$ cat src/rtl/uart_pkg.sv
// Shared types and constants for the UART command controller.
package uart_pkg;

    // Frame parser states
    typedef enum logic [1:0] {
        ST_HDR   = 2'd0,
        ST_DAT   = 2'd1,
        ST_CHK   = 2'd2,
        ST_RXOFF = 2'd3
    } state_e;

    // Receiver rate-select codes
    localparam logic [1:0] BAUD_115200 = 2'd0;
    localparam logic [1:0] BAUD_230400 = 2'd1;
    localparam logic [1:0] BAUD_460800 = 2'd2;

    // XOR key folded into every frame checksum
    localparam logic [7:0] CSUM_KEY = 8'h5A;

    // Frame address reserved for baud-rate configuration
    localparam logic [6:0] BAUD_ADDR_DEF = 7'h7F;

    // Map a requested rate code onto a supported one; code 3 falls back to 115200
    function automatic logic [1:0] baud_sanitize(input logic [1:0] code);
        logic [1:0] res;
        case (code)
            BAUD_230400: res = BAUD_230400;
            BAUD_460800: res = BAUD_460800;
            default:     res = BAUD_115200;
        endcase
        return res;
    endfunction

endpackage

$ cat src/rtl/uart_byte_fetch.sv
// Unload handshake with uart_rx: captures one byte and holds the unload
// request until the receiver reports empty, so a byte is never read twice.
module uart_byte_fetch
    import uart_pkg::*;
(
    input  logic       clk,
    input  logic       reset,
    input  logic       en,
    input  logic       flush,
    input  logic [7:0] rx_data,
    input  logic       rx_empty,
    output logic       uld_rx_data,
    output logic       byte_vld_c,
    output logic [7:0] byte_c
);

    // A byte is taken only when none is in flight
    assign byte_vld_c = en && !rx_empty && !uld_rx_data;
    assign byte_c     = rx_data;

    // Unload request: set on capture, held until the receiver drains
    always_ff @(posedge clk or negedge reset) begin
        if (!reset) begin
            uld_rx_data <= 1'b0;
        end else if (flush) begin
            uld_rx_data <= 1'b0;
        end else if (byte_vld_c) begin
            uld_rx_data <= 1'b1;
        end else if (uld_rx_data && rx_empty) begin
            uld_rx_data <= 1'b0;
        end
    end

endmodule

$ cat src/rtl/uart_cmd_ctrl.sv
// Parses 3-byte (header, data, checksum) frames from uart_rx into register
// writes, owns the receiver enable / rate select, and tracks frame faults.
module uart_cmd_ctrl
    import uart_pkg::*;
#(
    parameter int unsigned TIMEOUT_CYC  = 40000,
    parameter int unsigned RXEN_OFF_CYC = 4,
    parameter logic [6:0]  BAUD_ADDR    = BAUD_ADDR_DEF
) (
    input  logic       clk,
    input  logic       reset,
    input  logic [7:0] rx_data,
    input  logic       rx_empty,
    output logic       uld_rx_data,
    output logic       rx_enable,
    output logic [1:0] baud_rate,
    output logic       wr_en,
    output logic [6:0] wr_addr,
    output logic [7:0] wr_data,
    output logic [7:0] csum_err_cnt,
    output logic       sync_err,
    output logic       timeout_err
);

    localparam int unsigned TO_W  = $clog2(TIMEOUT_CYC + 1);
    localparam int unsigned OFF_W = $clog2(RXEN_OFF_CYC + 1);

    state_e             state_q, state_d;
    logic [6:0]         addr_q, addr_d;
    logic [7:0]         data_q, data_d;
    logic [TO_W-1:0]    to_cnt_q, to_cnt_d;
    logic [OFF_W-1:0]   off_cnt_q, off_cnt_d;
    logic               rx_enable_d;
    logic [1:0]         baud_rate_d;
    logic               wr_en_d;
    logic [6:0]         wr_addr_d;
    logic [7:0]         wr_data_d;
    logic [7:0]         csum_err_cnt_d;
    logic               sync_err_d;
    logic               timeout_err_d;

    logic               fetch_en_c;
    logic               fetch_flush_c;
    logic               byte_vld_c;
    logic [7:0]         byte_c;
    logic [7:0]         exp_chk_c;
    logic               to_hit_c;

    // No fetching while the receiver is being cleared
    assign fetch_en_c    = (state_q != ST_RXOFF);
    assign fetch_flush_c = (state_d == ST_RXOFF);

    uart_byte_fetch u_fetch (
        .clk         (clk),
        .reset       (reset),
        .en          (fetch_en_c),
        .flush       (fetch_flush_c),
        .rx_data     (rx_data),
        .rx_empty    (rx_empty),
        .uld_rx_data (uld_rx_data),
        .byte_vld_c  (byte_vld_c),
        .byte_c      (byte_c)
    );

    assign exp_chk_c = {1'b1, addr_q} ^ data_q ^ CSUM_KEY;
    assign to_hit_c  = (to_cnt_q == TO_W'(TIMEOUT_CYC - 1));

    // Next-state, next-output and counter logic for the frame parser
    always_comb begin
        state_d        = state_q;
        addr_d         = addr_q;
        data_d         = data_q;
        to_cnt_d       = '0;
        off_cnt_d      = '0;
        rx_enable_d    = rx_enable;
        baud_rate_d    = baud_rate;
        wr_en_d        = 1'b0;
        wr_addr_d      = wr_addr;
        wr_data_d      = wr_data;
        csum_err_cnt_d = csum_err_cnt;
        sync_err_d     = 1'b0;
        timeout_err_d  = 1'b0;

        case (state_q)
            ST_HDR: begin
                if (byte_vld_c) begin
                    if (!byte_c[7]) begin
                        sync_err_d = 1'b1;
                    end else begin
                        addr_d  = byte_c[6:0];
                        state_d = ST_DAT;
                    end
                end
            end
            ST_DAT: begin
                if (byte_vld_c) begin
                    data_d  = byte_c;
                    state_d = ST_CHK;
                end else if (to_hit_c) begin
                    timeout_err_d = 1'b1;
                    state_d       = ST_HDR;
                end else begin
                    to_cnt_d = to_cnt_q + TO_W'(1);
                end
            end
            ST_CHK: begin
                if (byte_vld_c) begin
                    state_d = ST_HDR;
                    if (byte_c != exp_chk_c) begin
                        if (csum_err_cnt != 8'hFF) begin
                            csum_err_cnt_d = csum_err_cnt + 8'd1;
                        end
                    end else if (addr_q == BAUD_ADDR) begin
                        baud_rate_d = baud_sanitize(data_q[1:0]);
                        rx_enable_d = 1'b0;
                        state_d     = ST_RXOFF;
                    end else begin
                        wr_en_d   = 1'b1;
                        wr_addr_d = addr_q;
                        wr_data_d = data_q;
                    end
                end else if (to_hit_c) begin
                    timeout_err_d = 1'b1;
                    state_d       = ST_HDR;
                end else begin
                    to_cnt_d = to_cnt_q + TO_W'(1);
                end
            end
            ST_RXOFF: begin
                if (off_cnt_q == OFF_W'(RXEN_OFF_CYC - 1)) begin
                    rx_enable_d = 1'b1;
                    state_d     = ST_HDR;
                end else begin
                    off_cnt_d = off_cnt_q + OFF_W'(1);
                end
            end
            default: begin
                state_d = ST_HDR;
            end
        endcase
    end

    // State, counters and registered outputs
    always_ff @(posedge clk or negedge reset) begin
        if (!reset) begin
            state_q      <= ST_HDR;
            addr_q       <= '0;
            data_q       <= '0;
            to_cnt_q     <= '0;
            off_cnt_q    <= '0;
            rx_enable    <= 1'b1;
            baud_rate    <= BAUD_115200;
            wr_en        <= 1'b0;
            wr_addr      <= '0;
            wr_data      <= '0;
            csum_err_cnt <= '0;
            sync_err     <= 1'b0;
            timeout_err  <= 1'b0;
        end else begin
            state_q      <= state_d;
            addr_q       <= addr_d;
            data_q       <= data_d;
            to_cnt_q     <= to_cnt_d;
            off_cnt_q    <= off_cnt_d;
            rx_enable    <= rx_enable_d;
            baud_rate    <= baud_rate_d;
            wr_en        <= wr_en_d;
            wr_addr      <= wr_addr_d;
            wr_data      <= wr_data_d;
            csum_err_cnt <= csum_err_cnt_d;
            sync_err     <= sync_err_d;
            timeout_err  <= timeout_err_d;
        end
    end

endmodule

$ cat config.mk
export PLATFORM = sky130hd
export DESIGN_NAME = uart_cmd_ctrl
export DESIGN_NICKNAME = d
export VERILOG_FILES = /design/src/rtl/uart_pkg.sv /design/src/rtl/uart_byte_fetch.sv /design/src/rtl/uart_cmd_ctrl.sv
export SDC_FILE = /design/constraint.sdc
export NUM_CORES = 1
export LEC_CHECK = 0
export CAP_MARGIN = 20
export CORE_MARGIN = 5
export CORE_UTILIZATION = 55
export DETAILED_ROUTE_END_ITERATION = 10
export GPL_TIMING_DRIVEN = 0
export PLACE_DENSITY = 0.79
export SLEW_MARGIN = 20
export SYNTH_ARGS = -nofsm -noshare
export SYNTH_HDL_FRONTEND = slang
export SYNTH_SLANG_ARGS = --single-unit
$ cat constraint.sdc
create_clock -name clk -period 5.1 [get_ports clk]
set_clock_uncertainty 0.1 [all_clocks]
set_input_delay 0.51 -clock clk [delete_from_list [all_inputs] [get_ports clk]]
set_output_delay 0.51 -clock clk [all_outputs]
set_load 0.005 [all_outputs]
---- After elaboration in Yosys (flattened, before gate mapping) ----
Index checks and enable logic that the tools add are counted.
word-level totals
  ROM bits ................................ 0
  bits in registers ....................... 66
  logic and storage cells ................. 85
  bits in writable memories ............... 0
  memories kept ........................... 0
  latch bits .............................. 0
  output and inout port bits .............. 30
  bits of input ports ..................... 11
cells by class
  multiplexer cells ....................... 33
  add/subtract/negate cells ............... 3
  $mul .................................... 0
  shift-type cells ........................ 0
  reductions and logical operators ........ 15
  bitwise operators ....................... 4
  equality and inequality tests ........... 16
  order comparisons ....................... 0
  div/mod/pow operators ................... 0
operators with widths
  cell                     count
  $mux W16                 3
  $mux W1                  17
  $add A16 B1 Y16 const B  1
  $eq A16 B16 Y1 const B   1
  $mux W2                  8
  $reduce_and A4 Y1        3
  $ne A2 B2 Y1 const B     5
  $add A8 B1 Y8 const B    1
  $eq A2 B2 Y1 const B     4
  $ne A8 B8 Y1             1
  $ne A8 B8 Y1 const B     1
  $pmux W2 S4              1
  $xor A8 B8 Y8            1
  $eq A7 B7 Y1 const B     1
  $mux W3                  2
  $reduce_and A5 Y1        1
  $eq A2 B1 Y1 const B     2
  $not A4 Y4               1
  $pmux W2 S2              1
  $add A3 B1 Y3 const B    1
  $eq A3 B2 Y1 const B     1
  $logic_and A1 B1 Y1      3
  $reduce_and A3 Y1        1
  $reduce_bool A3 Y1       1
  other kinds (7)          9

---- Depth between registers and ports, before layout ----
  depth in word-level cells ............... 8
  depth in mapped cells ................... 7
  depth with buffers taken out ............ 7

---- Modules after synthesis ----
From an unflattened synthesis, not the netlist that was laid out.
unflattened totals
  cell total of the unflattened synthesis .. 254
  area, all modules ....................... 3205.6 µm²
by module, submodules not included
  module           times used  cells each  area each (µm²)  sequential area each (µm²)
  uart_cmd_ctrl    1           242         3094.2           1627.8
  uart_byte_fetch  1           12          111.4            25.0

---- Worst setup path before layout ----
OpenSTA, ideal clock, no wires.
  path kind ............................... register -> register
  start ................................... reg addr_q[1]
  end ..................................... reg wr_addr[0]
  clock period less this slack ............ 2173 ps
  stages on the path, launching flop included .. 7
  buffers on the path ..................... 1
  slack ................................... 2927 ps
  setup time .............................. 125 ps
  data required time ...................... 4875 ps
  data arrival time ....................... 1948 ps
  path through ............................ dfrtp_1 xor3_2 nand4_2 or2_4 nor3_4 buf_12 mux2_4
on the way
  word-level cells in the longest chain between the ends .. 5
  elaborated cells on any way between the ends .. 7
  classes of those cells .................. eq/ne (2); bitwise (4); reduce/logical (1)
ends and longest elaborated chain
  element                                 line                  source
  start, declared                         uart_cmd_ctrl.sv:29   logic [6:0] addr_q, addr_d;
  start signal, assigned                  uart_cmd_ctrl.sv:161  addr_q <= addr_d;
  $xor A8 B8 Y8                           uart_cmd_ctrl.sv:65   assign exp_chk_c = {1'b1, addr_q} ^ data_q ^ CSUM_KEY;
  $not A4 Y4 (no source line)             n/a
  $ne A8 B8 Y1                            uart_cmd_ctrl.sv:109  if (byte_c != exp_chk_c) begin
  $not A1 Y1 (no source line)             n/a
  $reduce_and A4 Y1 (no source line) (*)  n/a
  end signal, assigned                    uart_cmd_ctrl.sv:168  wr_addr <= wr_addr_d;
  end, declared                           uart_cmd_ctrl.sv:18   output logic [6:0] wr_addr,
Every way passes the cells marked *; elsewhere a longest branch is shown, timed or not.
A chain may end at the register's enable or synchronous reset.

---- Final worst setup path ----
  start ................................... reg state_q[0]
  end ..................................... reg u_fetch.uld_rx_data
on the way
  word-level cells in the longest chain between the ends .. 7
  elaborated cells on any way between the ends .. 18
  classes of those cells .................. eq/ne (5); mux (9); reduce/logical (4)
ends and longest elaborated chain
  element                                                         line                                                            source
  start, declared                                                 uart_cmd_ctrl.sv:28                                             state_e state_q, state_d;
  start signal, assigned                                          uart_cmd_ctrl.sv:160                                            state_q <= state_d;
  $ne A2 B2 Y1                                                    uart_cmd_ctrl.sv:50                                             assign fetch_en_c = (state_q != ST_RXOFF);
  $logic_and A1 B1 Y1 (2 in a row)                                uart_byte_fetch.sv:18                                           assign byte_vld_c = en && !rx_empty && !uld_rx_data;
  $mux W2 (on tied branches)                                      uart_cmd_ctrl.sv:107, uart_cmd_ctrl.sv:86, uart_cmd_ctrl.sv:96
  $pmux W2 S4 (*)                                                 uart_cmd_ctrl.sv:84                                             case (state_q)
  via state_d[0]                                                  uart_cmd_ctrl.sv:28
  $eq A2 B2 Y1 (*)                                                uart_cmd_ctrl.sv:51                                             assign fetch_flush_c = (state_d == ST_RXOFF);
  $reduce_bool A3 Y1 (no source line) or $mux W1 (tied branches)  n/a
  end signal, assigned                                            uart_byte_fetch.sv:26                                           uld_rx_data <= 1'b0;
  end signal, assigned                                            uart_byte_fetch.sv:28                                           uld_rx_data <= 1'b1;
  end signal, assigned                                            uart_byte_fetch.sv:30                                           uld_rx_data <= 1'b0;
  end, declared                                                   uart_byte_fetch.sv:12                                           output logic uld_rx_data,
Mark *: on every way through the listed nets, which the timed path passes. The rest lies on a longest branch.

==> results.json <==
{
  "synth_edf_count": 0,
  "synth_top_flop_cell": "dfrtp_1",
  "grt_pass1_vias": 2165,
  "cp_slowest_stage_delay_ns": 0.44,
  "drive_gt1_share_pct": 22.4,
  "cp_cell_sequence": "ha_1 > nor3_1 > and3_1 > clkbuf_1 > nor2_1 > o22ai_1 > a41oi_1",
  "worstPathArrival_ns": 2.60,
  "antenna_left": 0,
  "num_rows": 27,
  "min_path_type": "reg -> reg",
  "clock-sinks": 66,
  "drtPass1Iterations": 4,
  "dr.first_iter.drc_count": 165,
  "status": "completed",
  "wl_per_cell_um": 15.7,
  "synth_cell_types": 49,
  "min_path_cells": 1,
  "worstReg2RegEnd": "u_fetch.uld_rx_data",
  "ys_seq_elements": 66,
  "fin_crit_sh_pct": 48.9,
  "die_h_um": 86.3,
  "slowest_stage": "dfrtp_1",
  "netlist.top_cell.by_area": "dfrtp_1",
  "yosysMostFrequentCell": "dfrtp_1",
  "crit_family": "simple AND/OR/NAND/NOR gates",
  "period_needed_ns": 2.49,
  "yosys_warnings": 0,
  "cts_htree_levels": 3,
  "start_util_pct": 57.4,
  "worstHoldEndpoint": "off_cnt_q[0]",
  "track_usage_pct": 17.9,
  "syn-num-nets": 268,
  "io_pins": 41,
  "synth_common_cells": "dfrtp_1 (65), mux2_2 (22), nor2_1 (22), mux2_4 (12), xnor2_1 (11)",
  "clockPowerShare_pct": 32.3,
  "drc": 0,
  "power_frac_comb_pct": 24.4,
  "holdWs_ns": 0.342,
  "hold_viol_final": 0,
  "core_um2": 5570,
  "endpoint_kind": "register",
  "dieArea_um2": 7440,
  "grt_max_degree": 41,
  "powerDensity_nw_per_um2": 403,
  "area_growth_pct": 23.6,
  "netlist_instances": 250,
  "ir_drop_mv": 0.193,
  "root_buffer": "clkbuf_8",
  "p_leak_nw": 1.75,
  "tightest_slew_ns": 0.545,
  "place.gp.congestion": 0.772,
  "drv_cap": 0,
  "die_x_um": 86.3,
  "place_area_um2": 3710,
  "start_kind": "register",
  "yosysTopAreaCellShare_pct": 50.8,
  "stdcell_area_um2": 3960,
  "worstSetupPathType": "reg -> reg",
  "dp_hpwl_um": 4220,
  "final_core_util_pct": 71.0,
  "synthArstFlopShare_pct": 100,
  "n_antenna_cell": 0,
  "relSlewSlack_pct": 63.7,
  "ys_seq_area_share_pct": 51.7,
  "netlist_area_um2": 3200,
  "wl_um": 5960,
  "p_int_mw": 1.16,
  "min_from": "off_cnt_q[0]",
  "io_buffers": 40,
  "cp_num_buf_inv": 1,
  "setup_tns_ns": 0,
  "clk_pin_slew_ns": 0.07,
  "rr_startpoint": "state_q[0]",
  "drt-vias-per-instance": 5.52,
  "setup_violations": 0,
  "synth_area_leaders": "dfrtp_1 (51%), mux2_2 (7.7%), mux2_4 (5.6%), xnor2_1 (3.0%), ha_1 (2.7%)",
  "power_switching_mw": 0.433,
  "critical_path.max_fanout": 9,
  "ctsResizeCount": 0,
  "reg2reg_depth": 7,
  "swShare_pct": 27.2,
  "rsz0062_at_grt": "false",
  "grt-ovfl-total": 0,
  "fmax_ghz": 0.401,
  "ff2ff_setup_slack_ns": 2.61,
  "report.final.slew_viol_count": 0,
  "clk_path_buf_depth": 2,
  "numCtsBuffers": 9,
  "worstPathRequired_ns": 5.21,
  "cts_tree": "done",
  "syn_area_per_cell_um2": 12.8,
  "clk_latency_ns": 0.34,
  "antenna_found_initial": 0,
  "nets": 321,
  "p_seq_share_pct": 43.3,
  "grt_pass1_wl_um": 10300,
  "vias": 2099
}
[area by class of cell]
type	instances	area (um^2)
Inverter	7	26.3
Fill cell	399	1620
Buffer	6	38.8
Multi-Input combinational cell	171	1480
Clock buffer	12	165
Clock inverter	4	72.6
Sequential cell	66	1650
Tap cell	72	90.1
Timing Repair Buffer	42	428
[flip-flops by register name, summed over array words and instances (netlist names)]
name                 flops
addr_q                   7
baud_rate                2
csum_err_cnt             8
data_q                   8
off_cnt_q                3
rx_enable                1
state_q                  2
sync_err                 1
timeout_err              1
to_cnt_q                16
u_fetch.uld_rx_data      1
wr_addr                  7
wr_data                  8
wr_en                    1
[power groups by stage]
stage | logic, mW | clock network, mW | registers, mW
floorplan | 0.307 | 0 | 0.671
global placement | 0.375 | 0 | 0.689
detailed placement | 0.387 | 0 | 0.698
CTS | 0.393 | 0.524 | 0.689
global route | 0.430 | 0.549 | 0.701
finish | 0.388 | 0.515 | 0.689
[worst max path at each step]
stage                          start                  end  slack (ns)  depth (start not counted)
after floorplan            addr_q[1]           wr_addr[0]        2.93                          6
after global placement         reset          to_cnt_q[1]        1.25                          1
after detailed placement  rx_data[3]           wr_addr[2]        2.30                          7
after CTS                 state_q[0]           wr_addr[2]        2.60                          6
after global routing      state_q[0]  u_fetch.uld_rx_data        2.45                          7
final                     state_q[0]  u_fetch.uld_rx_data        2.61                          7
[per-stage QoR]
stage / instances / power (mW) / setup WS, ns
finish: 380 / 1.59 / 2.61
global route: 380 / 1.68 / 2.45
CTS: 380 / 1.61 / 2.60
detailed placement: 363 / 1.08 / 2.30
global placement: 362 / 1.06 / 1.25
floorplan: 250 / 0.978 / 2.93
[metal layers]
metal	part of all wire (%)	vias up	track usage [%]
met5	0	-	0
li1	-	992	-
met3	4.0	12	3.61
met1	46	1042	23.5
met2	48	53	28.2
met4	2.2	0	9.35
[kinds of logic after synthesis]
family,Yosys count,synth area share [%]
xor+xnor,27,10.8
simple gates,87,15.6
fa+ha+maj,7,2.74
mux,34,13.4
buf+inv,13,2.03
flops,66,51.7
compound gates,16,3.79
[timing repair]
| action | 4_1_cts | 5_1_grt |
|---|---|---|
| hold buffers | 1 | 0 |
| setup buffers | 0 | 0 |
| hold endpoints to repair | 25 | 0 |
[placed cells by master, fill, tap and decap left out, drive strengths merged, types with 9 or more instances in the layout]
cell,synthesis,layout
xnor2,11,11
dfrtp,65,65
nand4,11,11
xor2,9,9
clkdlybuf4s50,0,39
nand2,10,10
mux2,34,34
clkbuf,5,17
nor2,22,22
No activity file was read; power rests on OpenSTA's default activity.
